File: src/rtl/eth_pkg.sv
// Shared constants, FSM state type and nibble placement helper for the
// Ethernet receive path.
package eth_pkg;

  localparam int unsigned ADDR_W = 9;
  localparam int unsigned DEPTH  = 512;

  typedef enum logic [2:0] {
    WAIT_IDLE,
    IDLE,
    CAPTURE,
    FLUSH,
    DONE,
    DROP
  } rx_state_t;

  // Nibble n lands at 4*(n^1): the first nibble of each byte is its upper half.
  function automatic logic [4:0] nib_lsb(input logic [2:0] n);
    return {n ^ 3'd1, 2'b00};
  endfunction

endpackage

File: src/rtl/mii_nibble_packer.sv
// Packs MII nibbles into 32-bit words; flush emits a partial word with
// its unfilled nibbles zero, clear discards the partial word.
module mii_nibble_packer
  import eth_pkg::*;
(
  input  logic        clk,
  input  logic        rst,
  input  logic [3:0]  nibble,
  input  logic        nib_valid,
  input  logic        flush,
  input  logic        clear,
  output logic        word_valid,
  output logic [31:0] word,
  output logic [2:0]  nib_cnt
);

  logic [31:0] acc;
  logic [31:0] acc_next;

  always_comb begin
    acc_next = acc;
    acc_next[nib_lsb(nib_cnt) +: 4] = nibble;
  end

  always_ff @(posedge clk or posedge rst) begin
    if (rst) begin
      acc        <= '0;
      word       <= '0;
      word_valid <= 1'b0;
      nib_cnt    <= '0;
    end else begin
      word_valid <= 1'b0;
      if (clear) begin
        acc     <= '0;
        nib_cnt <= '0;
      end else if (nib_valid) begin
        if (nib_cnt == 3'd7) begin
          word       <= acc_next;
          word_valid <= 1'b1;
          acc        <= '0;
          nib_cnt    <= '0;
        end else begin
          acc     <= acc_next;
          nib_cnt <= nib_cnt + 3'd1;
        end
      end else if (flush && nib_cnt != 3'd0) begin
        word       <= acc;
        word_valid <= 1'b1;
        acc        <= '0;
        nib_cnt    <= '0;
      end
    end
  end

endmodule

File: src/rtl/mii_rx_capture.sv
// MII receive capture: assembles frames into the frame RAM, signals
// complete frames and counts dropped ones.
module mii_rx_capture
  import eth_pkg::*;
#(
  parameter int unsigned MIN_WORDS = 18,
  parameter int unsigned DEPTH     = eth_pkg::DEPTH
) (
  input  logic              clk,
  input  logic              rst,
  input  logic [3:0]        rxd,
  input  logic              rx_dv,
  input  logic              rx_er,
  input  logic              rx_enable,
  output logic [31:0]       wr_data,
  output logic [ADDR_W-1:0] wr_addr,
  output logic              wr_ena,
  output logic              newpacket,
  output logic [ADDR_W-1:0] frame_words,
  output logic [7:0]        drop_count
);

  localparam int unsigned CNT_W = ADDR_W + 1;

  rx_state_t        state;
  logic [CNT_W-1:0] word_cnt;
  logic [CNT_W-1:0] words_total;
  logic             nib_valid;
  logic             flush;
  logic             clear;
  logic             word_valid;
  logic [31:0]      word;
  logic [2:0]       nib_cnt;
  logic             eof_ok;
  logic [7:0]       drop_inc;

  mii_nibble_packer u_packer (
    .clk        (clk),
    .rst        (rst),
    .nibble     (rxd),
    .nib_valid  (nib_valid),
    .flush      (flush),
    .clear      (clear),
    .word_valid (word_valid),
    .word       (word),
    .nib_cnt    (nib_cnt)
  );

  // Count includes a write in flight this cycle, so end/overflow checks see it.
  assign words_total = word_cnt + {{(CNT_W-1){1'b0}}, word_valid};
  assign eof_ok      = (words_total >= CNT_W'(MIN_WORDS));
  assign drop_inc    = (drop_count == 8'hFF) ? drop_count : drop_count + 8'd1;

  assign wr_ena  = word_valid;
  assign wr_data = word;
  assign wr_addr = (word_cnt >= CNT_W'(DEPTH)) ? ADDR_W'(DEPTH - 1)
                                                : word_cnt[ADDR_W-1:0];

  always_comb begin
    nib_valid = 1'b0;
    flush     = 1'b0;
    clear     = 1'b0;
    case (state)
      IDLE: nib_valid = rx_dv && rx_enable;
      CAPTURE: begin
        if (rx_er)                               clear     = 1'b1;
        else if (!rx_dv)                         flush     = (nib_cnt != 3'd0);
        else if (words_total >= CNT_W'(DEPTH))   clear     = 1'b1;
        else                                     nib_valid = 1'b1;
      end
      default: ;
    endcase
  end

  always_ff @(posedge clk or posedge rst) begin
    if (rst) begin
      state       <= WAIT_IDLE;
      word_cnt    <= '0;
      newpacket   <= 1'b0;
      frame_words <= '0;
      drop_count  <= '0;
    end else begin
      newpacket <= 1'b0;
      if (word_valid) word_cnt <= word_cnt + CNT_W'(1);
      case (state)
        WAIT_IDLE: if (!rx_dv) state <= IDLE;
        IDLE: begin
          if (rx_dv) begin
            if (rx_enable) begin
              state    <= CAPTURE;
              word_cnt <= '0;
            end else begin
              state      <= DROP;
              drop_count <= drop_inc;
            end
          end
        end
        CAPTURE: begin
          if (rx_er) begin
            state      <= DROP;
            drop_count <= drop_inc;
          end else if (!rx_dv) begin
            if (nib_cnt != 3'd0) begin
              state <= FLUSH;
            end else if (eof_ok) begin
              state       <= DONE;
              newpacket   <= 1'b1;
              frame_words <= words_total[ADDR_W-1:0];
            end else begin
              state      <= IDLE;
              drop_count <= drop_inc;
            end
          end else if (words_total >= CNT_W'(DEPTH)) begin
            state      <= DROP;
            drop_count <= drop_inc;
          end
        end
        FLUSH: begin
          if (eof_ok) begin
            state       <= DONE;
            newpacket   <= 1'b1;
            frame_words <= words_total[ADDR_W-1:0];
          end else begin
            state      <= IDLE;
            drop_count <= drop_inc;
          end
        end
        DONE: state <= IDLE;
        DROP: if (!rx_dv) state <= IDLE;
        default: state <= WAIT_IDLE;
      endcase
    end
  end

endmodule

File: config.mk
export PLATFORM = sky130hd
export DESIGN_NAME = mii_rx_capture
export DESIGN_NICKNAME = d
export VERILOG_FILES = /design/src/rtl/eth_pkg.sv /design/src/rtl/mii_nibble_packer.sv /design/src/rtl/mii_rx_capture.sv
export SDC_FILE = /design/constraint.sdc
export NUM_CORES = 1
export LEC_CHECK = 0
export ABC_AREA = 0
export BUFFER_PORTS_ARGS = -buffer_cell sky130_fd_sc_hd__buf_4
export CAP_MARGIN = 0
export CORE_MARGIN = 2
export CORE_UTILIZATION = 40
export DETAILED_ROUTE_END_ITERATION = 10
export GPL_TIMING_DRIVEN = 0
export MAX_ROUTING_LAYER = met4
export PLACE_DENSITY = 0.66
export SYNTH_ARGS = -nofsm -noshare
export SYNTH_HDL_FRONTEND = slang
export SYNTH_SLANG_ARGS = --single-unit
File: constraint.sdc
create_clock -name clk -period 10.5 [get_ports clk]
set_clock_uncertainty 0.05 [all_clocks]
set_input_delay 2.625 -clock clk [delete_from_list [all_inputs] [get_ports clk]]
set_output_delay 2.625 -clock clk [all_outputs]
set_load 0.03 [all_outputs]
* Word-level counts from Yosys, hierarchy flattened *
Index checks and enable logic that the tools add are counted.

word-level totals
  register bits = 99
  output and inout port bits = 60
  logic and storage cells = 110

operators by class
  order comparisons = 3
  shift operators = 2
  $add $sub $neg = 5
  reduce and logical (&&, ||, !) cells = 13
  mux-type cells = 60
  bitwise logic cells = 2
  equality and inequality tests = 16

operators with widths
  cell                                                                                   number
  32-bit two-way mux                                                                     7
  8-bit two-way mux                                                                      8
  9-bit two-way mux                                                                      5
  10-bit two-way mux                                                                     4
  3-bit two-way mux                                                                      12
  32-bit bitwise mux                                                                     1
  4-bit by 7-bit variable shift with 32-bit output (first input constant)                1
  4-bit by 7-bit indexed part select with 32-bit output                                  1
  8-bit case mux with 3 select lines                                                     1
  10-bit greater-or-equal comparator (second input constant)                             2
  1-bit two-way mux                                                                      18
  9-bit case mux with 2 select lines                                                     1
  3-bit case mux with 5 select lines                                                     1
  2-bit inequality test (second input constant)                                          6
  10-bit by 1-bit adder with 10-bit output                                               1
  10-bit by 1-bit adder with 10-bit output (second input constant)                       1
  10-bit by 5-bit greater-or-equal comparator with 1-bit output (second input constant)  1
  3-bit == test (second input constant)                                                  3
  3-bit nonzero test                                                                     3
  8-bit by 1-bit adder with 8-bit output (second input constant)                         1
  8-bit == test (second input constant)                                                  1
  4-bit inequality test (second input constant)                                          2
  5-bit negator with 7-bit output                                                        1
  3-bit by 2-bit == test with 1-bit output (second input constant)                       2
  other kinds (12)                                                                       17

* Logic depth before layout (Yosys ltp) *
  word-level depth = 8
  mapped depth = 10
  gate-level depth less buffers = 9

* Hierarchy *
Synthesis repeated with hierarchy kept, for this count alone.

unflattened totals
  cell total of the unflattened synthesis = 491
  area, all modules = 5378.9 sq um

modules (own cells, without submodules)
  module             cells each  sequential area each (sq um)  instances  area an instance (sq um)
  mii_nibble_packer  274         1701.6                        1          3348.2
  mii_rx_capture     217         775.7                         1          2030.7

* Worst setup path before layout *
No wires, ideal clock.

  path type = input -> register
  start = input port rx_dv
  end = register u_packer.acc[10]
  arrival = 3986 ps
  stages = 8
  path slack = 6397 ps
  buffers on the path = 2
  required time = 10384 ps
  cells stage by stage = nand2_1 > nor3_1 > a31o_1 > buf_2 > nand2_1 > buf_6 > nor3_2 > a22o_1

on the way
  longest elaborated chain between the ends = 5
  elaborated cells between the ends (all ways) = 14

ends and longest elaborated chain
  element                                                                  line                                              source
  start, declared                                                          mii_rx_capture.sv:12                              input logic rx_dv,
  1-bit two-way mux                                                        mii_rx_capture.sv:67                              else if (!rx_dv) flush = (nib_cnt != 3'd0);
  1-bit two-way mux                                                        mii_rx_capture.sv:66                              if (rx_er) clear = 1'b1;
  1-bit case mux with 2 select lines or 1-bit two-way mux (tied branches)  mii_rx_capture.sv:63                              case (state)
  32-bit two-way mux or 1-bit logical AND (tied branches)                  mii_nibble_packer.sv:36, mii_nibble_packer.sv:46
  32-bit two-way mux or 3-bit nonzero test (tied branches)                 n/a
  end signal, assigned                                                     mii_nibble_packer.sv:43                           acc <= acc_next;
  end, declared                                                            mii_nibble_packer.sv:17                           logic [31:0] acc;

Parallel ways exist; a longest one is shown, timed or not.
A chain may end at the register's enable or synchronous reset.

* Worst setup path in the final report *
  start = input port rx_dv
  end = register u_packer.acc[14]

The elaborated chain is that of the path after synthesis.

==> impl_metrics.tcl <==
set metrics [dict create \
    seq_area_frac_synth_pct 49.5 \
    required_ps 10730 \
    htreeDepth 3 \
    dpl.hpwl_mm 7.84 \
    cp_max_fo 10 \
    critPathSlowestCell "nor3_1" \
    vias 3847 \
    cp_top_family "compound AO/OA/AOI/OAI gates" \
    row_count 40 \
    layout_commonest_cell "dfrtp_1" \
    ir_drop_uv 123 \
    syn_avg_cell_area_sq_um 10.5 \
    grt_pass1_wl_mm 18.8 \
    synth_area_leaders "dfrtp_1, mux2i_1, nor2_1" \
    cts.path.max_buffers 2 \
    num_io_pins 69 \
    drc 0 \
    ys_warn_count 0 \
    grt_max_degree 74 \
    place_area_sq_um 5750 \
    power_density_nw_per_um2 249 \
    syn_nets 496 \
    grt.total_usage_pct 18.2 \
    setup_viol_count_final 0 \
    outcome "complete, no violations" \
    finalHoldViolations 0 \
    grt_pass1_vias 3844 \
    startpoint_type "primary input" \
    clk_pin_slew_worst_paths_ps 70 \
    layout_common_cells "dfrtp_1, buf_4, nor2_1" \
    clk_latency_ps 340 \
    area_growth_pct 21.3 \
    cts.sink_count 99 \
    synthDistinctLibCells 58 \
    wl_mm 11.2 \
    cts_buffers 9 \
    design_area_sq_um 6070 \
    maxCapViolations 0 \
    tightest_slew_ps 1010 \
    post_cts_buffers 0 \
    grt_antenna_before_repair 0 \
    die_x_um 116 \
    cp_common_cell "nand2_1" \
    path_cells "buf_4 -> nand2_1 -> nor3_1 -> a31o_1 -> buf_2 -> nand2_1 -> o21ai_0 -> a22o_1" \
    first_pass_iters 4 \
    synth_top_area_share_pct 49.5 \
    finalCriticalPeriod_ps 4270 \
    routabilityCongestion 0.906 \
    synthArstFlopShare_pct 100 \
    antenna_cells 0 \
    drv_slew 0 \
    dieHeight_um 116 \
    syn_area_sq_um 5000 \
    drt_iter0_markers 227 \
    holdCritPathClass "flop to flop" \
    wl_per_cell_um 15.3 \
    path_buf_inv 2 \
    slowest_delay_ps 510 \
    fmax_mhz 234 \
    core-area_sq_um 12100 \
    hold_buffers 0 \
    finalSetupTns_ps 0 \
    fin_nets 576 \
    avgViaCountPerCell 5.27 \
    final_util_pct 50.1 \
    grt_overflow 0 \
    cts_resized 0 \
    cts-root-buf "clkbuf_16" \
    die_area_sq_um 13400 \
    critPathKind "primary input to flop" \
    portBuffers 68 \
    ys.flop_type "dfrtp_1" \
    ys_seq_elements 99 \
    drive_gt1_share_pct 24.2 \
    synth.largest_area_cell "dfrtp_1" \
    post-route-period-util_pct 40.7 \
    synth_cells 477 \
    synth_edf_count 0 \
    start_util_pct 41.3 \
    power_mw 1.51 \
    holdWs_ps 445 \
    end_kind "flop" \
    cp.arrival_ps 4500 \
    cts_tree "yes" \
    rsz0062_at_grt "no" \
    p_leak_nw 2.98 \
    r2r_slack_ps 7420 \
    slew_headroom_pct 32.2 \
    ant_nets 0 \
]
## through the flow
stage,setup WS (ps),std cells
after floorplan,5230,477
after global placement,4140,713
after detailed placement,5880,714
after CTS,6240,730
after global routing,6010,730
final,6230,730
## registers in the layout, indices dropped and copies added (netlist names)
| name | flops |
|---|---|
| u_packer.acc | 32 |
| u_packer.word | 32 |
| word_cnt | 10 |
| frame_words | 9 |
| drop_count | 8 |
| state | 3 |
| u_packer.nib_cnt | 3 |
| newpacket | 1 |
| u_packer.word_valid | 1 |
## logic make-up (layout without fill, tap and decap cells)
logic type,after synthesis,in the layout,synth area share (%)
buffers and inverters,38,123,3.55
adders and majority gates,10,10,2.50
DFF,99,99,49.5
and+or+nand+nor,162,162,16.5
AOI/OAI and AO/OA,99,99,14.2
muxes,47,47,9.85
xor gates and xnor gates,22,22,3.85
## power by group
part	switching (mW)	total, mW	internal (mW)
logic	0.370	0.607	0.237
registers	0.0716	0.561	0.489
clock network	0.147	0.345	0.198
## path summary, 6_finish.rpt
| kind | start | endpoint | cells past startpoint |
|---|---|---|---|
| hold reg to reg | u_packer.acc[23]$_DFFE_PP0P_ | u_packer.acc[23]$_DFFE_PP0P_ | 1 |
| setup reg to reg | u_packer.word_valid$_DFF_PP0_ | drop_count[6]$_DFFE_PP0P_ | 9 |
| max in group asynchronous | rst | state[0]$_DFFE_PP0P_ | 3 |
| min in group asynchronous | rst | newpacket$_DFF_PP0_ | 2 |
| setup / recovery | rx_dv | u_packer.acc[14]$_DFFE_PP0P_ | 8 |
| hold / removal | u_packer.acc[23]$_DFFE_PP0P_ | u_packer.acc[23]$_DFFE_PP0P_ | 1 |
## layout make-up
class / instances / area [sq um]
Fill cell: 1173 / 6040
Inverter: 10 / 40.0
Clock buffer: 11 / 253
Multi-Input combinational cell: 340 / 2350
Tap cell: 168 / 210
Sequential cell: 99 / 2480
Buffer: 28 / 140
Clock inverter: 5 / 61.3
Timing Repair Buffer: 69 / 538
## synthesized netlist by cell type, types with 3 or more instances
cell      instances
dfrtp_1          99
nor2_1           57
a21oi_1          35
mux2i_1          34
nand2_1          31
a22o_1           24
buf_2            12
nand3_1          12
xor2_1           12
clkbuf_1         11
or2_2            11
ha_1             10
inv_1            10
xnor2_1          10
mux2_2            9
o21ai_0           9
a32o_1            8
nor3_1            8
nand2b_1          7
and3_1            5
nand4_1           5
nor4_1            4
buf_4             3
nand3b_1          3
o21ai_1           3
o21ai_2           3
or4_1             3
## layer usage
metal  global-route usage [%]  part of all wire (%)  vias up
met5                        -                     0        -
met4                     6.27                   1.0        0
met3                     2.41                   3.0       11
met2                     27.4                    47       57
met1                     25.4                    49     1918
li1                         -                     -     1861
No activity file was read; power rests on OpenSTA's default activity.
